$ cat config.mk
export PLATFORM = sky130hd
export DESIGN_NAME = phy_rx_unstripe
export DESIGN_NICKNAME = d
export VERILOG_FILES = /design/src/rtl/phy_rx_pkg.sv /design/src/rtl/phy_rx_group_fifo.sv /design/src/rtl/phy_rx_unstripe.sv
export SDC_FILE = /design/constraint.sdc
export NUM_CORES = 1
export LEC_CHECK = 0
export CAP_MARGIN = 20
export CORE_AREA = 3 3 115 117
export DETAILED_ROUTE_END_ITERATION = 16
export DIE_AREA = 0 0 118 120
export PLACE_DENSITY_LB_ADDON = 0.15
export SKIP_LAST_GASP = 1
export SLEW_MARGIN = 20
export SYNTH_ARGS = -nofsm -noshare
export SYNTH_HDL_FRONTEND = slang
export SYNTH_SLANG_ARGS = --single-unit
$ cat constraint.sdc
create_clock -name clk -period 9.3 [get_ports clk]
set_clock_uncertainty 0.15 [all_clocks]
set_input_delay 0.93 -clock clk [delete_from_list [all_inputs] [get_ports clk]]
set_output_delay 0.93 -clock clk [all_outputs]
set_load 0.03 [all_outputs]
$ cat src/rtl/phy_rx_pkg.sv
// phy_rx_pkg: shared lane geometry, group record and assembly state for the rx unstripe block
package phy_rx_pkg;
  localparam int LANES = 4;
  localparam int LANE_W = 8;
  typedef logic [1:0] lane_t;
  typedef struct packed {
    logic [LANES-1:0][LANE_W-1:0] data;
    logic [LANES-1:0]             mask;
  } group_t;
  typedef enum logic {S_IDLE, S_FILL} state_t;
endpackage

$ cat src/rtl/phy_rx_group_fifo.sv
// phy_rx_group_fifo: first-word fall-through FIFO of assembled lane groups
module phy_rx_group_fifo
  import phy_rx_pkg::*;
#(
  parameter int FIFO_DEPTH = 2
) (
  input  logic   clk,
  input  logic   reset,
  input  logic   push,
  input  logic   pop,
  input  group_t din,
  output logic   full,
  output logic   empty,
  output group_t head
);
  localparam int AW = $clog2(FIFO_DEPTH);
  group_t mem [FIFO_DEPTH];
  logic [AW:0] wp, rp;
  logic do_push, do_pop;
  always_comb begin
    empty = wp == rp;
    full = wp == {~rp[AW], rp[AW-1:0]};
    do_pop = pop && !empty;
    // a push into a full FIFO still lands when the head leaves on the same edge
    do_push = push && (!full || do_pop);
    head = mem[rp[AW-1:0]];
  end
  always_ff @(posedge clk)
    if (reset) begin
      wp <= '0;
      rp <= '0;
    end else begin
      if (do_push) begin
        mem[wp[AW-1:0]] <= din;
        wp <= wp + (AW+1)'(1);
      end
      if (do_pop) rp <= rp + (AW+1)'(1);
    end
endmodule

$ cat src/rtl/phy_rx_unstripe.sv
// phy_rx_unstripe: un-stripes a serialized byte stream round-robin onto 4 lanes via a group FIFO
// Optional PHY_RX_OVF_CNT_EN adds a saturating dropped-group counter output ovf_cnt.
module phy_rx_unstripe
  import phy_rx_pkg::*;
#(
  parameter int IDLE_MAX = 4,
  parameter int FIFO_DEPTH = 2
) (
  input  logic       clk,
  input  logic       reset,
  input  logic [7:0] data_in,
  input  logic       valid_in,
  input  logic       out_ready,
  output logic [7:0] Out0,
  output logic [7:0] Out1,
  output logic [7:0] Out2,
  output logic [7:0] Out3,
  output logic       valid0,
  output logic       valid1,
  output logic       valid2,
  output logic       valid3,
  output logic       out_valid,
  output logic       overflow
`ifdef PHY_RX_OVF_CNT_EN
  ,
  output logic [7:0] ovf_cnt
`endif
);
  state_t state, state_nx;
  logic [LANES-1:0][LANE_W-1:0] asm_data;
  logic [LANES-1:0] mask;
  lane_t lane_ptr;
  logic [7:0] idle_cnt;
  logic complete, flush, push, pop, full, empty, drop;
  group_t grp, head;
  always_comb begin
    complete = valid_in && lane_ptr == 2'd3;
    flush = state == S_FILL && !valid_in && idle_cnt == 8'(IDLE_MAX - 1);
    push = complete || flush;
    pop = !empty && out_ready;
    drop = push && full && !pop;
    grp.mask = complete ? 4'b1111 : mask;
    // lanes not written in this group go out as zero
    for (int i = 0; i < LANES; i++)
      grp.data[i] = (complete && i == LANES-1) ? data_in : (mask[i] ? asm_data[i] : '0);
    state_nx = push ? S_IDLE : valid_in ? S_FILL : state;
  end
  always_ff @(posedge clk)
    if (reset) begin
      state <= S_IDLE;
      asm_data <= '0;
      mask <= '0;
      lane_ptr <= '0;
      idle_cnt <= '0;
      overflow <= 1'b0;
    end else begin
      state <= state_nx;
      overflow <= overflow | drop;
      if (valid_in) begin
        asm_data[lane_ptr] <= data_in;
        lane_ptr <= lane_ptr + 2'd1;
      end
      if (flush) lane_ptr <= '0;
      mask <= push ? '0 : valid_in ? mask | (4'b0001 << lane_ptr) : mask;
      idle_cnt <= (valid_in || flush || state == S_IDLE) ? '0 : idle_cnt + 8'd1;
    end
`ifdef PHY_RX_OVF_CNT_EN
  always_ff @(posedge clk)
    if (reset) ovf_cnt <= '0;
    else if (drop && ovf_cnt != 8'hFF) ovf_cnt <= ovf_cnt + 8'd1;
`endif
  phy_rx_group_fifo #(.FIFO_DEPTH(FIFO_DEPTH)) u_fifo (
    .clk(clk),
    .reset(reset),
    .push(push),
    .pop(pop),
    .din(grp),
    .full(full),
    .empty(empty),
    .head(head)
  );
  assign out_valid = !empty;
  assign Out0 = out_valid ? head.data[0] : '0;
  assign Out1 = out_valid ? head.data[1] : '0;
  assign Out2 = out_valid ? head.data[2] : '0;
  assign Out3 = out_valid ? head.data[3] : '0;
  assign valid0 = head.mask[0] & out_valid;
  assign valid1 = head.mask[1] & out_valid;
  assign valid2 = head.mask[2] & out_valid;
  assign valid3 = head.mask[3] & out_valid;
endmodule

Word level (Yosys, flattened, before mapping)
Memories as Yosys holds them, arrays and structs flattened. A register that Yosys moved wholly into a read port is not among the register bits.
Index checks and enable logic that the tools add are counted.
- register bits: 52
- bits in latches: 0
- bits in writable memories: 72
- memory bits (read-only): 0
- input bits: 12
- output and inout port bits: 38
- word-level logic and storage cells: 69
- memories: 1
- memories (name ; depth ; bits a word ; rd ports ; clocked after memory_dff ; wr ports ; line ; RTL):
    u_fifo.mem ; 2 ; 36 ; 1 ; 1 ; 1 ; phy_rx_group_fifo.sv:17 ; group_t mem [FIFO_DEPTH];
- add/subtract/negate cells: 4
- multipliers: 0
- divide/modulo/power cells: 0
- order comparisons: 2
- equality and inequality tests: 4
- shift-type cells: 1
- multiplexer cells: 18
- bitwise operators: 8
- reduce and logical (&&, ||, !) cells: 20
- operator list (cell ; count):
    $mux W8 ; 10
    $bwmux W32 ; 1
    $demux W8 S2 ; 1
    $logic_and A1 B1 Y1 ; 9
    $add A8 B1 Y8 const B ; 1
    $eq A8 B2 Y1 const B ; 1
    $add A2 B1 Y2 const B ; 3
    $reduce_or A2 Y1 ; 3
    $mux W1 ; 5
    $and A1 B1 Y1 ; 4
    $eq A2 B2 Y1 ; 2
    $logic_not A1 Y1 ; 4
    $logic_or A1 B1 Y1 ; 4
    $mux W4 ; 1
    $or A4 B4 Y4 ; 1
    $shl A1 B2 Y4 const A ; 1
    $lt A2 B3 Y1 const B ; 1
    $eq A2 B2 Y1 const B ; 1
    $ge A2 B1 Y1 const B ; 1
    $not A1 Y1 ; 2
    $or A1 B1 Y1 ; 1

Depth between registers and ports, before layout
- word-level depth: 9
- depth in mapped cells: 6
- mapped depth without buffers: 5

By module
A second synthesis with hierarchy kept.
- cells, all modules: 456
- area, all modules: 5245.0 µm²
- by module, submodules not included (module ; instances ; cells an instance ; area each (µm²)):
    phy_rx_group_fifo ; 1 ; 148 ; 2896.5
    phy_rx_unstripe ; 1 ; 308 ; 2348.5

Least setup slack after synthesis
Ideal clock, no wire load.
- path kind: input to register
- from: in valid_in
- to: mem u_fifo.mem[0][0] (netlist bit), enable pin
- data arrival time: 5.105 ns
- slack: 3.525 ns
- cell stages on the path: 4
- path through: clkbuf_1 nand2b_1 o31a_1 nor4_1
- cells in the longest elaborated chain, start to end: 8
- ends and longest elaborated chain (item ; line ; RTL):
    start: declaration ; phy_rx_unstripe.sv:12 ; input logic valid_in,
    $logic_not A1 Y1 ; phy_rx_unstripe.sv:38 ; flush = state == S_FILL && !valid_in && idle_cnt == 8'(IDLE_MAX - 1);
    $logic_and A1 B1 Y1 (2 in a row) ; phy_rx_unstripe.sv:38 ;
    $logic_or A1 B1 Y1 * ; phy_rx_unstripe.sv:39 ; push = complete || flush;
    $logic_and A1 B1 Y1 * ; phy_rx_group_fifo.sv:25 ; do_push = push && (!full || do_pop);
    $mux W1 * ; phy_rx_group_fifo.sv:33 ; if (do_push) begin
    $mux W1 * ; phy_rx_group_fifo.sv:29 ; if (reset) begin
    $mux W1 (not written as such) * ; phy_rx_group_fifo.sv:34 ; mem[wp[AW-1:0]] <= din;
    end: declaration ; phy_rx_group_fifo.sv:17 ;
Mark *: on every way between the ends. The rest lies on a longest branch, timed or not.

Final worst setup path
- from: reg u_fifo.wp[0]
- to: out Out3[4]
- cells in the longest elaborated chain, start to end: 2
- ends and longest elaborated chain (item ; line ; RTL):
    start: declaration ; phy_rx_group_fifo.sv:18 ; logic [AW:0] wp, rp;
    start signal: assignment ; phy_rx_group_fifo.sv:35 ; wp <= wp + (AW+1)'(1);
    $eq A2 B2 Y1 ; phy_rx_group_fifo.sv:21 ; empty = wp == rp;
    $mux W8 ; phy_rx_unstripe.sv:86 ; assign Out3 = out_valid ? head.data[3] : '0;
    end: declaration ; phy_rx_unstripe.sv:17 ; output logic [7:0] Out3,
No other way between the ends.

==> flow_metrics.py <==
metrics = {
    "power_and_ir_drop": {
        "cellLeakagePower_nw": 2.12,
        "share_seq_of_total_power_pct": 46.5,
        "irDropWorstVdd_mv": 0.0936,
        "internal-power_mw": 1.02,
        "p_sw_mw": 0.268,
        "p_clk_share_pct": 48.1,
        "power_frac_comb_pct": 5.4,
        "switching_share_pct": 20.7,
        "power-per-cell-area_nw_per_um2": 208,
    },
    "floorplan": {
        "pin_count": 50,
        "design.die.area_um2": 14200,
        "placement_rows": 41,
        "fp.coreArea_um2": 12500,
        "floorplan.initialDensity_pct": 39.8,
        "fp.dieH_um": 120,
        "floorplan.die.width_um": 118,
    },
    "clock_network": {
        "cts.repair.resized": 0,
        "post-cts-setup-buffer-count": 0,
        "insertion_delay_ps": 400,
        "ctsLongestPathBuffers": 2,
        "clk_transition_reported_paths_ps": 50,
        "tritoncts": "done",
        "numCtsBuffers": 17,
        "post_cts_hold_buffer_count": 0,
        "h_tree_depth_reported_by_cts": 4,
        "cts_root_buf": "clkbuf_16",
        "clock_sink_count": 125,
    },
    "routing": {
        "detailedRoute.firstIterationViolations": 176,
        "routed_via_density": 4.82,
        "detailroute.via_count": 3257,
        "route.detailed.drc": 0,
        "antenna_left": 0,
        "finalWirelength_um": 9720,
        "drt_first_pass_iters": 4,
        "wl_per_cell_um": 14.4,
    },
    "worst_setup_path": {
        "timing.reg2reg.worst_path_depth": 5,
        "cp.required_ps": 8220,
        "rrSetupSlack_ps": 6610,
        "crit_type": "reg -> out",
        "cp_data_arrival_time_ps": 2280,
        "timing.critical_path.to_type": "output port",
        "critical_path_peak_fanout": 37,
        "cp-start-kind": "register",
    },
    "place": {
        "place.detailed.hpwl_um": 6300,
        "place.gp.congestion": 0.742,
        "placement.io_buffers": 49,
    },
    "global_route": {
        "antenna_violations_before_repair": 0,
        "grt_overflow": 0,
        "grt_pass1_vias": 3262,
        "global_route_wire_length_before_repair_um": 16400,
        "grt_max_degree": 48,
        "grt_use_total_pct": 14.9,
    },
    "timing": {
        "min_period_ps": 3360,
        "max_slew.worst_pin.slew_ps": 811,
        "fmaxAchievable_mhz": 297,
        "slew_headroom_pct": 45.5,
        "setup_violations": 0,
        "timing.final.crit_share_pct": 36.1,
        "timing.setup.tns_ps": 0,
        "grt_setup_unrepaired": "no",
        "timing_max_transition_violations_final": 0,
        "timing_hold_violations_final": 0,
    },
    "flow_run": {
        "timing.max_cap.violations": 0,
    },
    "yosys": {
        "post_synth_mux_area_share_pct": 7.46,
        "post-synth-top-area-cell": "edfxtp_1",
        "synth_area_leaders": "edfxtp_1 (44%), dfxtp_1 (21%), mux2i_1 (7.5%)",
        "synth_compound_area_share_pct": 4.96,
        "synth_xor_xnor_area_share_pct": 2.12,
        "synth_cells": 440,
        "synth_simple_gate_area_share_pct": 17.2,
        "ys_ff_latch": 125,
        "post_synthesis_instance_area_um2": 4970,
        "synthDominantCellAreaShare_pct": 43.5,
        "synth_nets": 457,
        "syn-mean-instance-area_um2": 11.3,
        "yosys.cell_types.count": 27,
        "seq_area_frac_synth_pct": 64.9,
        "synth_fa_ha_area_share_pct": 1.26,
        "combinational_family_with_the_most_area_after_synthesis": "simple AND/OR/NAND/NOR gates",
        "yosys_warnings": 0,
    },
    "worst_hold_path": {
        "hold_depth": 2,
        "timing.hold.worst.class": "reg -> reg",
    },
    "finish": {
        "layout-drive-gt1-share_pct": 7.34,
        "area_growth_syn_to_layout_pct": 25.0,
        "antenna-diode-count": 0,
        "number_of_nets_at_the_end_of_the_flow": 508,
        "layout.core_utilization_pct": 49.8,
    },
    "outcome": {
        "outcome": "complete, no violations",
    },
}
stage by stage:
stage | instances | total power [mW] | hold WS [ps] | area, um2 | setup slack (ps)
floorplan | 440 | 0.653 | 279 | 4970 | 3530
global placement | 644 | 0.681 | 288 | 5640 | 5670
detailed placement | 644 | 0.682 | 293 | 5650 | 5630
CTS | 676 | 1.30 | 300 | 6210 | 5880
global route | 676 | 1.34 | 319 | 6210 | 5710
finish | 676 | 1.29 | 297 | 6210 | 5940
state kept, by name (all words and copies together), names as in the netlist, named ones only:
register    cells
overflow        1
lane_ptr        2
u_fifo.wp       2
asm_data       32
mask            4
idle_cnt        8
u_fifo.rp       2
u_fifo.mem     72
state           1
power by group through the flow:
| stage | sequential, mW | clock, mW | combinational, mW |
|---|---|---|---|
| floorplan | 0.606 | 0 | 0.0463 |
| finish | 0.600 | 0.621 | 0.0703 |
| CTS | 0.600 | 0.633 | 0.0714 |
| global route | 0.601 | 0.660 | 0.0771 |
| detailed placement | 0.611 | 0 | 0.0712 |
| global placement | 0.611 | 0 | 0.0702 |
placed cells by master, fill, tap and decap left out, types with 2 or more instances in the layout:
cell type,n
clkbuf_1,5
nor2_1,48
edfxtp_1,72
buf_4,5
clkbuf_8,2
clkdlybuf4s50_1,49
nor3_1,5
mux2i_1,37
or3_1,2
nand2b_1,5
and2_1,27
nand3_1,29
a21oi_1,38
ha_1,5
xor2_1,8
nor4_1,3
and3_1,2
xnor2_1,4
inv_1,6
clkbuf_16,17
o21ai_0,4
dfxtp_1,52
clkinv_2,4
bufinv_16,2
nand2_1,60
area by class of cell:
class | instances | area [um2]
Inverter | 6 | 22.5
Sequential cell | 125 | 3230
Fill cell | 1143 | 6260
Multi-Input combinational cell | 287 | 1650
Clock inverter | 8 | 91.3
Clock buffer | 24 | 472
Tap cell | 172 | 215
Timing Repair Buffer | 54 | 528
per-layer routing:
layer | share of wire (%) | track usage (%) | up-vias
li1 | - | - | 1631
met1 | 46 | 18.5 | 1555
met2 | 49 | 24.5 | 60
met3 | 3.8 | 3.86 | 11
met4 | 1.4 | 6.67 | 0
met5 | 0 | 0 | -
synth_stat cells:
cell,n
o31a_1,1
xnor2_1,4
edfxtp_1,72
ha_1,5
and3_1,2
nand3_1,29
nand2_1,60
o21ai_1,1
a21oi_1,38
nor3_1,6
or3b_2,1
and2_1,27
xor2_1,8
or4_4,1
buf_1,7
or3_1,2
clkbuf_1,15
inv_1,6
o31ai_1,1
o21ai_0,4
o21a_1,1
o211ai_1,1
mux2i_1,37
dfxtp_1,53
nor4_1,4
nand2b_1,5
nor2_1,49
kinds of logic (layout without fill, tap and decap cells):
| family | after synthesis | count (layout) |
|---|---|---|
| compound gates | 47 | 47 |
| xor+xnor | 12 | 12 |
| fa+ha+maj | 5 | 5 |
| buf+inv | 28 | 92 |
| flops | 125 | 125 |
| mux | 37 | 37 |
| simple gates | 186 | 186 |
path summary, 6_finish.rpt:
path                           end    startpoint
setup / recovery           Out3[4]  u_fifo.wp[0]
hold / removal        asm_data[19]  asm_data[19]
setup reg to reg  u_fifo.mem[0][2]   idle_cnt[0]
hold reg to reg       asm_data[19]  asm_data[19]
critical path: stages (launching register included):
cell	delay [ps]
dfxtp_1	400
xor2_1	310
nor2_2	70
buf_4	240
nor2_1	150
clkdlybuf4s50_1	680
Note: power is estimated with default switching activity, not from simulation.
